==> src/rtl/fp4_dot_feeder_if.sv <==
// Operand-pair valid/ready channel into the FP4 dot-product feeder.
interface fp4_dot_feeder_if;
    logic       in_valid;
    logic       in_ready;
    logic [3:0] a;
    logic [3:0] b;

    modport master (output in_valid, output a, output b, input in_ready);
    modport slave  (input in_valid, input a, input b, output in_ready);
endinterface

==> src/rtl/fp4_dot_feeder.sv <==
// FP4 (E2M1) operand-pair multiplier feeding a wide accumulator; sequences
// clear / accumulate / flush so every VEC_LEN accepted pairs form one dot product.
module fp4_dot_feeder #(
    parameter  int VEC_LEN = 4,
    localparam int IDX_W   = (VEC_LEN > 1) ? $clog2(VEC_LEN) : 1
) (
    input  logic             i_clk,
    input  logic             i_rst_n,
    input  logic             i_abort,
    fp4_dot_feeder_if.slave  in_bus,
    output logic             o_clear,
    output logic             o_acc_valid,
    output logic             o_flush,
    output logic             o_p_sign,
    output logic [2:0]       o_p_exp_u,
    output logic [4:0]       o_p_sig_grs,
    output logic [IDX_W-1:0] o_elem_idx,
    output logic [15:0]      o_vec_cnt
);

    localparam logic [IDX_W-1:0] LAST_IDX = IDX_W'(VEC_LEN - 1);

    typedef enum logic {ST_CLEAR, ST_RUN} state_t;

    state_t           state_q, state_d;
    logic             vld_p1;
    logic [IDX_W-1:0] idx_p1;
    logic [8:0]       prod_p1;
    logic [15:0]      vec_cnt;
    logic             ready;
    logic             accept;
    logic             last;
    logic             abort_run;
    logic             flush;

    function automatic logic [8:0] sat_prod(input logic sign, input logic signed [3:0] exp_u,
                                            input logic [4:0] sig);
        if (exp_u > 4'sd3)
            return {sign, 3'b011, 5'b11000};
        return {sign, exp_u[2:0], sig};
    endfunction

    // Subnormal (e=0,m=1) decodes to 1.0 x 2^-1, so the unbiased exponent is e-1 for every nonzero code.
    function automatic logic [8:0] fp4_mul(input logic [3:0] a, input logic [3:0] b);
        logic              frac_a;
        logic              frac_b;
        logic signed [3:0] exp_sum;
        logic        [4:0] sig;
        frac_a  = a[0] && (a[2:1] != 2'b00);
        frac_b  = b[0] && (b[2:1] != 2'b00);
        exp_sum = $signed({2'b00, a[2:1]}) + $signed({2'b00, b[2:1]}) - 4'sd2;
        case ({frac_a, frac_b})
            2'b11: begin
                sig     = 5'b10010;
                exp_sum = exp_sum + 4'sd1;
            end
            2'b00:   sig = 5'b10000;
            default: sig = 5'b11000;
        endcase
        if ((a[2:0] == 3'b000) || (b[2:0] == 3'b000))
            return 9'd0;
        return sat_prod(a[3] ^ b[3], exp_sum, sig);
    endfunction

    assign last      = (idx_p1 == LAST_IDX);
    assign abort_run = i_abort && (state_q == ST_RUN);
    assign accept    = in_bus.in_valid && ready;
    assign flush     = vld_p1 && last && !i_abort;

    always_comb begin
        state_d = state_q;
        ready   = 1'b0;
        o_clear = 1'b0;
        case (state_q)
            ST_CLEAR: begin
                o_clear = 1'b1;
                state_d = ST_RUN;
            end
            ST_RUN: begin
                ready = !i_abort && !(vld_p1 && last);
                if (i_abort || (vld_p1 && last))
                    state_d = ST_CLEAR;
            end
        endcase
    end

    // p0 -> p1: product register; vld_p1 drops whenever ready was low (CLEAR, abort, last element)
    always_ff @(posedge i_clk or negedge i_rst_n) begin
        if (!i_rst_n) begin
            state_q <= ST_CLEAR;
            vld_p1  <= 1'b0;
            idx_p1  <= '0;
            vec_cnt <= '0;
            prod_p1 <= '0;
        end else begin
            state_q <= state_d;
            vld_p1  <= accept;
            if (abort_run || (vld_p1 && last))
                idx_p1 <= '0;
            else if (vld_p1)
                idx_p1 <= idx_p1 + 1'b1;
            if (flush)
                vec_cnt <= vec_cnt + 16'd1;
            if (accept)
                prod_p1 <= fp4_mul(in_bus.a, in_bus.b);
        end
    end

    assign in_bus.in_ready = ready;
    assign o_acc_valid     = vld_p1;
    assign o_flush         = flush;
    assign o_p_sign        = prod_p1[8];
    assign o_p_exp_u       = prod_p1[7:5];
    assign o_p_sig_grs     = prod_p1[4:0];
    assign o_elem_idx      = idx_p1;
    assign o_vec_cnt       = vec_cnt;

endmodule

==> src/flat_wrapper.sv <==
// flat-port wrapper written by rule: the top's interface ports become plain ports
module fp4_dot_feeder_flat 
#(
    parameter  int VEC_LEN = 4,
    localparam int IDX_W   = (VEC_LEN > 1) ? $clog2(VEC_LEN) : 1
)
  (i_clk, i_rst_n, i_abort, o_clear, o_acc_valid, o_flush, o_p_sign, o_p_exp_u, o_p_sig_grs, o_elem_idx, o_vec_cnt, in_bus_in_valid, in_bus_a, in_bus_b, in_bus_in_ready);
  fp4_dot_feeder_if in_bus_i ();
  input  logic i_clk;
  input  logic i_rst_n;
  input  logic i_abort;
  output logic o_clear;
  output logic o_acc_valid;
  output logic o_flush;
  output logic o_p_sign;
  output logic [2:0] o_p_exp_u;
  output logic [4:0] o_p_sig_grs;
  output logic [IDX_W-1:0] o_elem_idx;
  output logic [15:0] o_vec_cnt;
  input wire logic [$bits(in_bus_i.in_valid)-1:0] in_bus_in_valid;
  input wire logic [$bits(in_bus_i.a)-1:0] in_bus_a;
  input wire logic [$bits(in_bus_i.b)-1:0] in_bus_b;
  output wire logic [$bits(in_bus_i.in_ready)-1:0] in_bus_in_ready;
  assign in_bus_i.in_valid = in_bus_in_valid;
  assign in_bus_i.a = in_bus_a;
  assign in_bus_i.b = in_bus_b;
  assign in_bus_in_ready = in_bus_i.in_ready;
  fp4_dot_feeder #(.VEC_LEN(VEC_LEN)) u_core (.i_clk(i_clk), .i_rst_n(i_rst_n), .i_abort(i_abort), .in_bus(in_bus_i), .o_clear(o_clear), .o_acc_valid(o_acc_valid), .o_flush(o_flush), .o_p_sign(o_p_sign), .o_p_exp_u(o_p_exp_u), .o_p_sig_grs(o_p_sig_grs), .o_elem_idx(o_elem_idx), .o_vec_cnt(o_vec_cnt));
endmodule
==> config.mk <==
export PLATFORM = sky130hd
export DESIGN_NAME = fp4_dot_feeder_flat
export DESIGN_NICKNAME = d
export VERILOG_FILES = /design/src/rtl/fp4_dot_feeder_if.sv /design/src/rtl/fp4_dot_feeder.sv /design/src/flat_wrapper.sv
export SDC_FILE = /design/constraint.sdc
export NUM_CORES = 1
export LEC_CHECK = 0
export CAP_MARGIN = 20
export CORE_MARGIN = 1.5
export CORE_UTILIZATION = 45
export CTS_CLUSTER_SIZE = 20
export DETAILED_ROUTE_END_ITERATION = 6
export PLACE_DENSITY = 0.83
export SLEW_MARGIN = 20
export SYNTH_ARGS = -nofsm -noshare
export SYNTH_HDL_FRONTEND = slang
export SYNTH_SLANG_ARGS = --single-unit
==> constraint.sdc <==
create_clock -name i_clk -period 2.3 [get_ports i_clk]
set_clock_uncertainty 0.2 [all_clocks]
set_input_delay 0.345 -clock i_clk [delete_from_list [all_inputs] [get_ports i_clk]]
set_output_delay 0.345 -clock i_clk [all_outputs]
set_load 0.1 [all_outputs]
## Word-level counts from Yosys, hierarchy flattened

Cells that the tools add are included.

- Register bits: 29
- Logic and storage cells: 51
- Input port bits: 12

- Bitwise gates (word level): 2
- Equality and inequality tests: 2
- Add/sub/neg operators: 5
- Muxes and demuxes: 18
- Reduce and logical (&&, ||, !) cells: 18
- $lt $le $gt $ge: 1

Operator list:

| kind | number |
|---|---|
| 9-bit 2-to-1 mux | 4 |
| 16-bit by 1-bit adder with 16-bit output, second input constant | 1 |
| 1-bit 2-to-1 mux | 8 |
| 4-bit 2-to-1 mux | 2 |
| 4-bit case mux with 2 select lines | 1 |
| 1-bit logical AND | 7 |
| 3-bit logical NOT | 2 |
| 2-bit nonzero test | 3 |
| 4-bit by 2-bit adder with 4-bit output, second input constant | 1 |
| 2-bit == test, second input constant | 2 |
| 4-bit by 3-bit > comparator with 1-bit output, second input constant | 1 |
| 2-bit 2-to-1 mux | 2 |
| 4-bit by 3-bit subtractor with 4-bit output, second input constant | 1 |
| 2-bit by 2-bit adder with 3-bit output | 1 |
| 1-bit logical OR | 3 |
| 2-bit by 1-bit adder with 2-bit output, second input constant | 1 |
| 1-bit logical NOT | 2 |
| 2-bit logical NOT | 1 |
| 1-bit case mux with 2 select lines | 1 |
| 1-bit NOT | 1 |
| 1-bit XOR | 1 |

## Longest topological paths before layout

Gate-level depths: netlist of run 1.

- Depth after elaboration: 13
- Mapped depth: 8

## Least setup slack after synthesis of run 1

Ideal clock, no wire load.

- Kind: reg2out
- Start point: reg u_core.idx_p1[0] (netlist: u_core.o_elem_idx[0])
- End point: out in_bus_in_ready
- Setup slack: -0.356 ns
- Stages on the path, launching flop included: 4
- Required time: 1.755 ns
- Arrival time: 2.111 ns
- Path buffers: 0
- Cell sequence: dfrtp_1 > ha_1 > a21oi_1 > and2_1

- Word-level cells in the longest chain between the ends: 5

RTL lines:

| what | RTL line | source |
|---|---|---|
| from (decl) | fp4_dot_feeder.sv:27 | `logic [IDX_W-1:0] idx_p1;` |
| from (signal assigned) | fp4_dot_feeder.sv:101 | `idx_p1 <= idx_p1 + 1'b1;` |
| 2-bit == test | fp4_dot_feeder.sv:65 | `assign last = (idx_p1 == LAST_IDX);` |
| 1-bit logical AND | fp4_dot_feeder.sv:80 | `ready = !i_abort && !(vld_p1 && last);` |
| 1-bit logical NOT | fp4_dot_feeder.sv:80 |  |
| 1-bit logical AND | fp4_dot_feeder.sv:80 |  |
| 1-bit 2-to-1 mux | fp4_dot_feeder.sv:74 | `case (state_q)` |
| to (decl) | flat_wrapper.sv:23 | `output wire logic [$bits(in_bus_i.in_ready)-1:0] in_bus_in_ready;` |

Every way passes these cells.

## Worst setup path after layout of run 1

- Start point: in in_bus_a[1]
- End point: reg u_core.prod_p1[6]

- Word-level cells in the longest chain between the ends: 11
- Elaborated cells between the ends (all ways): 18
- Those cells by class: 3 x add/sub; 1 x order compare; 1 x eq/ne; 9 x mux; 4 x reduce/logical

RTL lines:

| what | RTL line | source |
|---|---|---|
| from (decl) | flat_wrapper.sv:21 | `input wire logic [$bits(in_bus_i.a)-1:0] in_bus_a;` |
| 2-bit by 2-bit adder with 3-bit output / 2-bit nonzero test (equally long branches) | fp4_dot_feeder.sv:51, fp4_dot_feeder.sv:49 |  |
| 4-bit by 3-bit subtractor with 4-bit output / 1-bit logical AND (equally long branches) | fp4_dot_feeder.sv:51, fp4_dot_feeder.sv:49 |  |
| 4-bit by 2-bit adder with 4-bit output / 2-bit == test (equally long branches) | fp4_dot_feeder.sv:55, fp4_dot_feeder.sv:52 |  |
| 4-bit 2-to-1 mux | fp4_dot_feeder.sv:52 | `case ({frac_a, frac_b})` |
| 4-bit 2-to-1 mux | fp4_dot_feeder.sv:104 | `if (accept)` |
| 4-bit by 3-bit > comparator with 1-bit output | fp4_dot_feeder.sv:38 | `if (exp_u > 4'sd3)` |
| 1-bit 2-to-1 mux | fp4_dot_feeder.sv:38 |  |
| 1-bit 2-to-1 mux | fp4_dot_feeder.sv:62 | `return sat_prod(a[3] ^ b[3], exp_sum, sig);` |
| 1-bit 2-to-1 mux | fp4_dot_feeder.sv:104 |  |
| 9-bit 2-to-1 mux | fp4_dot_feeder.sv:40 | `return {sign, exp_u[2:0], sig};` |
| 9-bit 2-to-1 mux (*) | fp4_dot_feeder.sv:62 |  |
| to (signal assigned) | fp4_dot_feeder.sv:105 | `prod_p1 <= fp4_mul(in_bus.a, in_bus.b);` |
| to (decl) | fp4_dot_feeder.sv:28 | `logic [8:0] prod_p1;` |

Mark *: on every way between the ends. The rest lies on a longest branch, timed or not. The select of a mux whose other input is x is not followed.
A chain may end at the register's enable or synchronous reset.

==> run summary, run 1 <==
WHS - 173 ps
Final Net Count - 203
largest net degree at the start of global routing - 28
final setup violation count - 0
Clock Sinks - 27
fraction of layout cells with a size suffix above 1 - 39.0%
Synth Warn # - 0
port buffer count - 40
crit-path max cell delay - 570 ps
WL per Instance - 12.9 um
RSZ-0062 raised after global routing - true
crit-path leading delay family - adder cells
cell area after synthesis - 1410 um^2
most frequent cells after synthesis - 27 x dfrtp_1, 15 x nand2_1, 14 x xnor2_1
Final Power - 1280 uW
Placed Cells - 218
fill count - 248
DR pass1 iterations - 4
Initial Util - 46.7%
share of Yosys cell area claimed by the top area cell type - 47.8%
Post-synth EDFFs - 0
WP data required - 2340 ps
top cells by area, synth - dfrtp_1 48%, xnor2_1 8.7%, ha_1 6.2%
peak supply drop - 0.256 mV
post-synth top area cell - dfrtp_1
# rows - 20
Syn Inst Count - 127
count of cell types in the netlist - 36
DRC viols - 0
first-pass GRT wire length - 4.74 mm
IO Pins - 43
Clock transition at path regs - 140 ps
total wire length - 2.91 mm
crit end category - flop
die width - 59.0 um
DR vias - 1101
Tcrit/Tclk final - 98.7%
Psw - 534 uW
WS Path Type - in -> reg
worst min-delay path class - in -> async
worst skew pair latency - 310 ps
Final min period - 2270 ps
Syn-to-layout area delta - 40.9%
critical path peak fanout - 3
Leak - 0.000982 uW
TritonCTS Buffers - 3
TNS Setup - 0 ps
top-count cell post-synth - dfrtp_1
sequential share of power - 41.8%
clock buffer depth - 2
top_reg_cell synth - dfrtp_1
DIE AREA - 3480 um^2
Mapped Avg Cell Area - 11.1 um^2
Crit path buffers/inverters - 3
CP max-delay cell - fa_2
Final Slew Violations - 0
fin cells - 226
ordered list of cells on the worst path - buf_8 > ha_4 > inv_2 > fa_2 > buf_6 > xor3_1 > a221o_1 > nor2b_4 > a22oi_2
Max Fclk - 0.441 GHz
post-route ant nets - 0
Crit path arrival time - 2310 ps
vias per inst - 4.87
CTS tree - built
total track usage - 18.2%
hold buffer count at cts - 0
register bit count reported by yosys - 27
sw frac - 41.8%
GRT Residual Overflow - 0
initial antenna violation count - 0
Die Height - 59.0 um
Worst setup SP type - input port
logic gate share of total power - 42.4%
Final GP Congestion - 0.814
WP depth - 9
Post-synth ARST share - 100%
n_diodes - 0
H-tree depth - 1
Iteration-0 DRC Markers - 25
number of global-route vias before repair - 1104
reg2reg path depth - 6
final hold vios - 0
CORE AREA - 3030 um^2
Pint - 745 uW
PD cells - 642 nW/um^2
Clock power frac - 15.7%
# Max-Cap Violations - 0
status - complete, no violations
Final HPWL DP - 2.24 mm
sequential fraction of the synthesis area - 47.8%
flop2flop setup slack - 270 ps
final core utilization - 65.7%
CTS root buffer - clkbuf_4
==> cell type report <==
cell class                      instances  area, um^2  share of cell area (%)
Clock buffer                            4        26.3                    1.32
Multi-Input combinational cell         88         713                    35.8
Timing Repair Buffer                   56         483                    24.3
Tap cell                               44        55.1                    2.77
Sequential cell                        27         687                    34.5
Inverter                                7        26.3                    1.32
==> layout by cell type, fill, tap and decap left out, types with 3 or more instances in the layout <==
cell type / instances
a22oi_2: 3
nand2_1: 15
nand4_1: 4
ha_1: 5
xnor2_1: 14
buf_4: 42
nor3_1: 4
inv_1: 4
dfrtp_2: 3
mux2i_1: 3
clkbuf_4: 3
nor2_1: 3
inv_2: 3
dfrtp_1: 22
nand3_1: 5
clkdlybuf4s50_1: 7
==> metrics by stage <==
stage	worst slack (ps)	area [um^2]
floorplan	-16.1	1440
global placement	-618	1890
detailed placement	-726	1890
CTS	-16.6	1950
global route	-42.7	1990
finish	30.2	1990
==> power by group through the flow <==
| stage | Sequential [uW] | Clock, uW | Combinational (uW) |
|---|---|---|---|
| 5_1_grt | 540 | 223 | 569 |
| 3_5_place_dp | 543 | 0 | 502 |
| 3_3_place_gp | 542 | 0 | 488 |
| 4_1_cts | 534 | 205 | 520 |
| 2_1_floorplan | 770 | 0 | 141 |
| 6_report | 535 | 201 | 543 |
==> sequential cells by signal, indices dropped and copies added, names as in the netlist <==
name / flops
u_core.o_acc_valid: 1
u_core.o_elem_idx: 2
u_core.o_vec_cnt: 16
u_core.prod_p1: 7
u_core.state_q: 1
==> final timing paths <==
check,from,endpoint
min in group i_clk,u_core.o_vec_cnt[15]$_DFFE_PN0P_,u_core.o_vec_cnt[15]$_DFFE_PN0P_
hold reg to reg,u_core.o_vec_cnt[15]$_DFFE_PN0P_,u_core.o_vec_cnt[15]$_DFFE_PN0P_
setup / recovery,in_bus_a[1],u_core.prod_p1[6]$_DFFE_PN0P_
setup reg to reg,u_core.o_elem_idx[0]$_DFFE_PN0P_,u_core.prod_p1[1]$_DFFE_PN0P_
max in group asynchronous,i_rst_n,u_core.o_elem_idx[1]$_DFFE_PN0P_
hold / removal,i_rst_n,u_core.o_vec_cnt[5]$_DFFE_PN0P_
==> kinds of logic after synthesis <==
| kind of cell | count (synthesis) | share of synthesized area, % |
|---|---|---|
| adder cells (fa/ha/maj) | 8 | 7.62 |
| XOR/XNOR | 18 | 12.8 |
| multiplexers | 4 | 2.92 |
| AND/OR/NAND/NOR | 43 | 16.7 |
| AO/OA/AOI/OAI | 13 | 6.64 |
| other | 1 | 0.265 |
| flip-flops | 27 | 47.8 |
| buffers and inverters | 13 | 5.31 |
==> per-layer routing <==
metal,global-route usage (%),part of all wire (%)
met5,0,0
met1,21.9,43
met3,1.31,3.3
met4,8.77,2.1
met2,32.9,52
==> repair_timing <==
item,in CTS,in global routing
gates resized for setup,19,7
cloned,0,0
pin swaps,8,3
setup endpoints to repair,5,6
buffers inserted,2,2
Power figures use the tool's default switching activity.
==> run 2, diff against run 1 <==
PLACE_DENSITY = 0.81   (was 0.83)
==> run 2 against run 1 <==
Sequential cell count stayed put. First-iteration DRC count is 28% lower. Utilization is 1.5 points lower. Cell area is 2.3% lower. Sequential power hardly changed. Sequential share of layout area is 0.82 points higher. Largest cell class unchanged. Highest routed layer unchanged.
==> run summary, run 2 (same netlist as run 1, synthesis figures left out) <==
CTS root buffer - clkbuf_4
crit-path leading delay family - adder cells
WS Path Type - in -> reg
# Max-Cap Violations - 0 (unchanged)
PD cells - 643 nW/um^2 (+0.13%)
commonest non-fill, non-tap cell in the layout - buf_4
Crit path arrival time - 2270 ps (-40 ps)
critical path peak fanout - 4 (+1)
Leak - 0.000965 uW (-1.7%)
GRT Residual Overflow - 0 (unchanged)
post-route ant nets - 0 (unchanged)
Clock transition at path regs - 150 ps (about the same)
die width - 59.0 um (unchanged)
max FFs per register - 16 (unchanged)
GR Layer Usage met3 - 1.75% (+0.44 points)
clock buffer depth - 2 (unchanged)
number of global-route vias before repair - 1082 (-2.0%)
Finished Cell Area - 1940 um^2 (-2.3%)
CTS tree - built
met2 Use GR - 34.0% (+1.1 points)
DRC viols - 0 (unchanged)
Worst Setup Slack, final - 83.7 ps (+53.4 ps)
TNS Setup - 0 ps (unchanged)
Clock power frac - 16.3% (+0.6 points)
Final HPWL DP - 2.34 mm (+4.3%)
Psw - 528 uW (-1.1%)
fill count - 246 (-0.81%)
Final Net Count - 199 (-2.0%)
TritonCTS Buffers - 3 (unchanged)
grt peak-use layer - met2
most frequent cells in the layout - 39 x buf_4, 22 x dfrtp_1, 15 x nand2_1, 14 x xnor2_1, 7 x clkdlybuf4s50_1
total track usage - 18.4% (+0.16 points)
Clock Sinks - 27 (unchanged)
initial antenna violation count - 0 (unchanged)
fraction of layout cells with a size suffix above 1 - 37.1% (-1.9 points)
vias per inst - 4.90 (+0.51%)
area occupied by multi-input gates - 704 um^2 (-1.2%)
Initial Util - 46.7% (unchanged)
crit end category - flop
register area - 687 um^2 (unchanged)
final setup violation count - 0 (unchanged)
Pint - 723 uW (-3.0%)
DR vias - 1087 (-1.3%)
Place WS - -730 ps (-4.30 ps)
WP data required - 2360 ps (+20 ps)
sw frac - 42.2% (+0.46 points)
Die Height - 59.0 um (unchanged)
CP max-delay cell - fa_2
n_diodes - 0 (unchanged)
DR pass1 iterations - 4 (unchanged)
GR Layer Usage met1 - 20.7% (-1.2 points)
RSZ-0062 raised after global routing - false
WL per Instance - 13.3 um (+2.9%)
DIE AREA - 3480 um^2 (unchanged)
port buffer count - 40 (unchanged)
H-tree depth - 1 (unchanged)
crit-path max cell delay - 590 ps (+20 ps)
Crit path buffers/inverters - 2 (-1)
total wire length - 2.95 mm (+1.1%)
CORE AREA - 3030 um^2 (unchanged)
Worst setup SP type - input port
status - complete, no violations
IO Pins - 43 (unchanged)
Iteration-0 DRC Markers - 18 (-28%)
first-pass GRT wire length - 4.78 mm (+0.86%)
Syn-to-layout area delta - 37.6%
final core utilization - 64.2% (-1.5 points)
# rows - 20 (unchanged)
Placed Cells - 218 (unchanged)
Max Fclk - 0.451 GHz (+2.4%)
worst skew pair latency - 320 ps (about the same)
sequential share of power - 42.7% (+0.9 points)
peak supply drop - 0.292 mV (+14%)
final hold vios - 0 (unchanged)
Final Slew Violations - 0 (unchanged)
Final min period - 2220 ps (-53.4 ps)
fin cells - 222 (-1.8%)
Final GP Congestion - 0.831 (+2.1%)
largest net degree at the start of global routing - 28 (unchanged)
Tcrit/Tclk final - 96.4% (-2.3 points)
logic gate share of total power - 41.0% (-1.4 points)
ordered list of cells on the worst path - clkdlybuf4s15_1 > inv_1 > fa_2 > xor3_1 > a221o_1 > nor2b_4 > a22oi_1
worst min-delay path class - in -> async
Post-Place Cell Area - 1890 um^2 (unchanged)
## run 2: area by class of cell
cell class,instances,area share [%]
clock buffer,3,1.16
clock inverter,1,0.257
multi-input combinational,88,36.2
sequential,27,35.3
inverter,7,1.35
tap,44,2.83
timing repair buffer,52,22.8
## run 2: worst paths after layout
path,from,endpoint,depth (start not counted),slack [ps]
setup / recovery,in_bus_b[2],u_core.prod_p1[6]$_DFFE_PN0P_,7,80
hold / removal,i_rst_n,u_core.o_vec_cnt[0]$_DFFE_PN0P_,2,180
setup reg to reg,u_core.o_elem_idx[0]$_DFFE_PN0P_,u_core.prod_p1[1]$_DFFE_PN0P_,6,270
hold reg to reg,u_core.o_vec_cnt[15]$_DFFE_PN0P_,u_core.o_vec_cnt[15]$_DFFE_PN0P_,1,290
max in group asynchronous,i_rst_n,u_core.o_elem_idx[0]$_DFFE_PN0P_,2,1440
min in group i_clk,u_core.o_vec_cnt[15]$_DFFE_PN0P_,u_core.o_vec_cnt[15]$_DFFE_PN0P_,1,290
## run 2: layer usage
layer	up-vias	part of all wire [%]
met5	-	0
met4	0	1.9
met3	4	3.8
met2	29	53
met1	527	41
li1	527	-
## run 2: through the flow
step	hold WS [ps]	power [uW]
2_1_floorplan	-151	910
3_3_place_gp	263	1030
3_5_place_dp	267	1050
4_1_cts	176	1260
5_1_grt	198	1300
6_report	177	1250
## run 2: timing repair
item	4_1_cts	5_1_grt
setup buffers	1	0
resized for setup	20	3
pin swaps	8	4
setup endpoints to repair	5	4
hold buffers	0	0
## run 2: power by group through the flow
stage          registers (uW)  logic (uW)  clock network [uW]
2_1_floorplan             770         141                   0
3_3_place_gp              542         488                   0
3_5_place_dp              543         502                   0
4_1_cts                   534         512                 213
5_1_grt                   539         535                 222
6_report                  534         513                 204
## run 2: worst reg2reg max path, cell delays in order, from the launching register on
cell,delay [ps]
dfrtp_4,520
ha_1,240
a21oi_1,200
nand3_1,130
buf_4,190
nor3_1,290
a32o_1,210
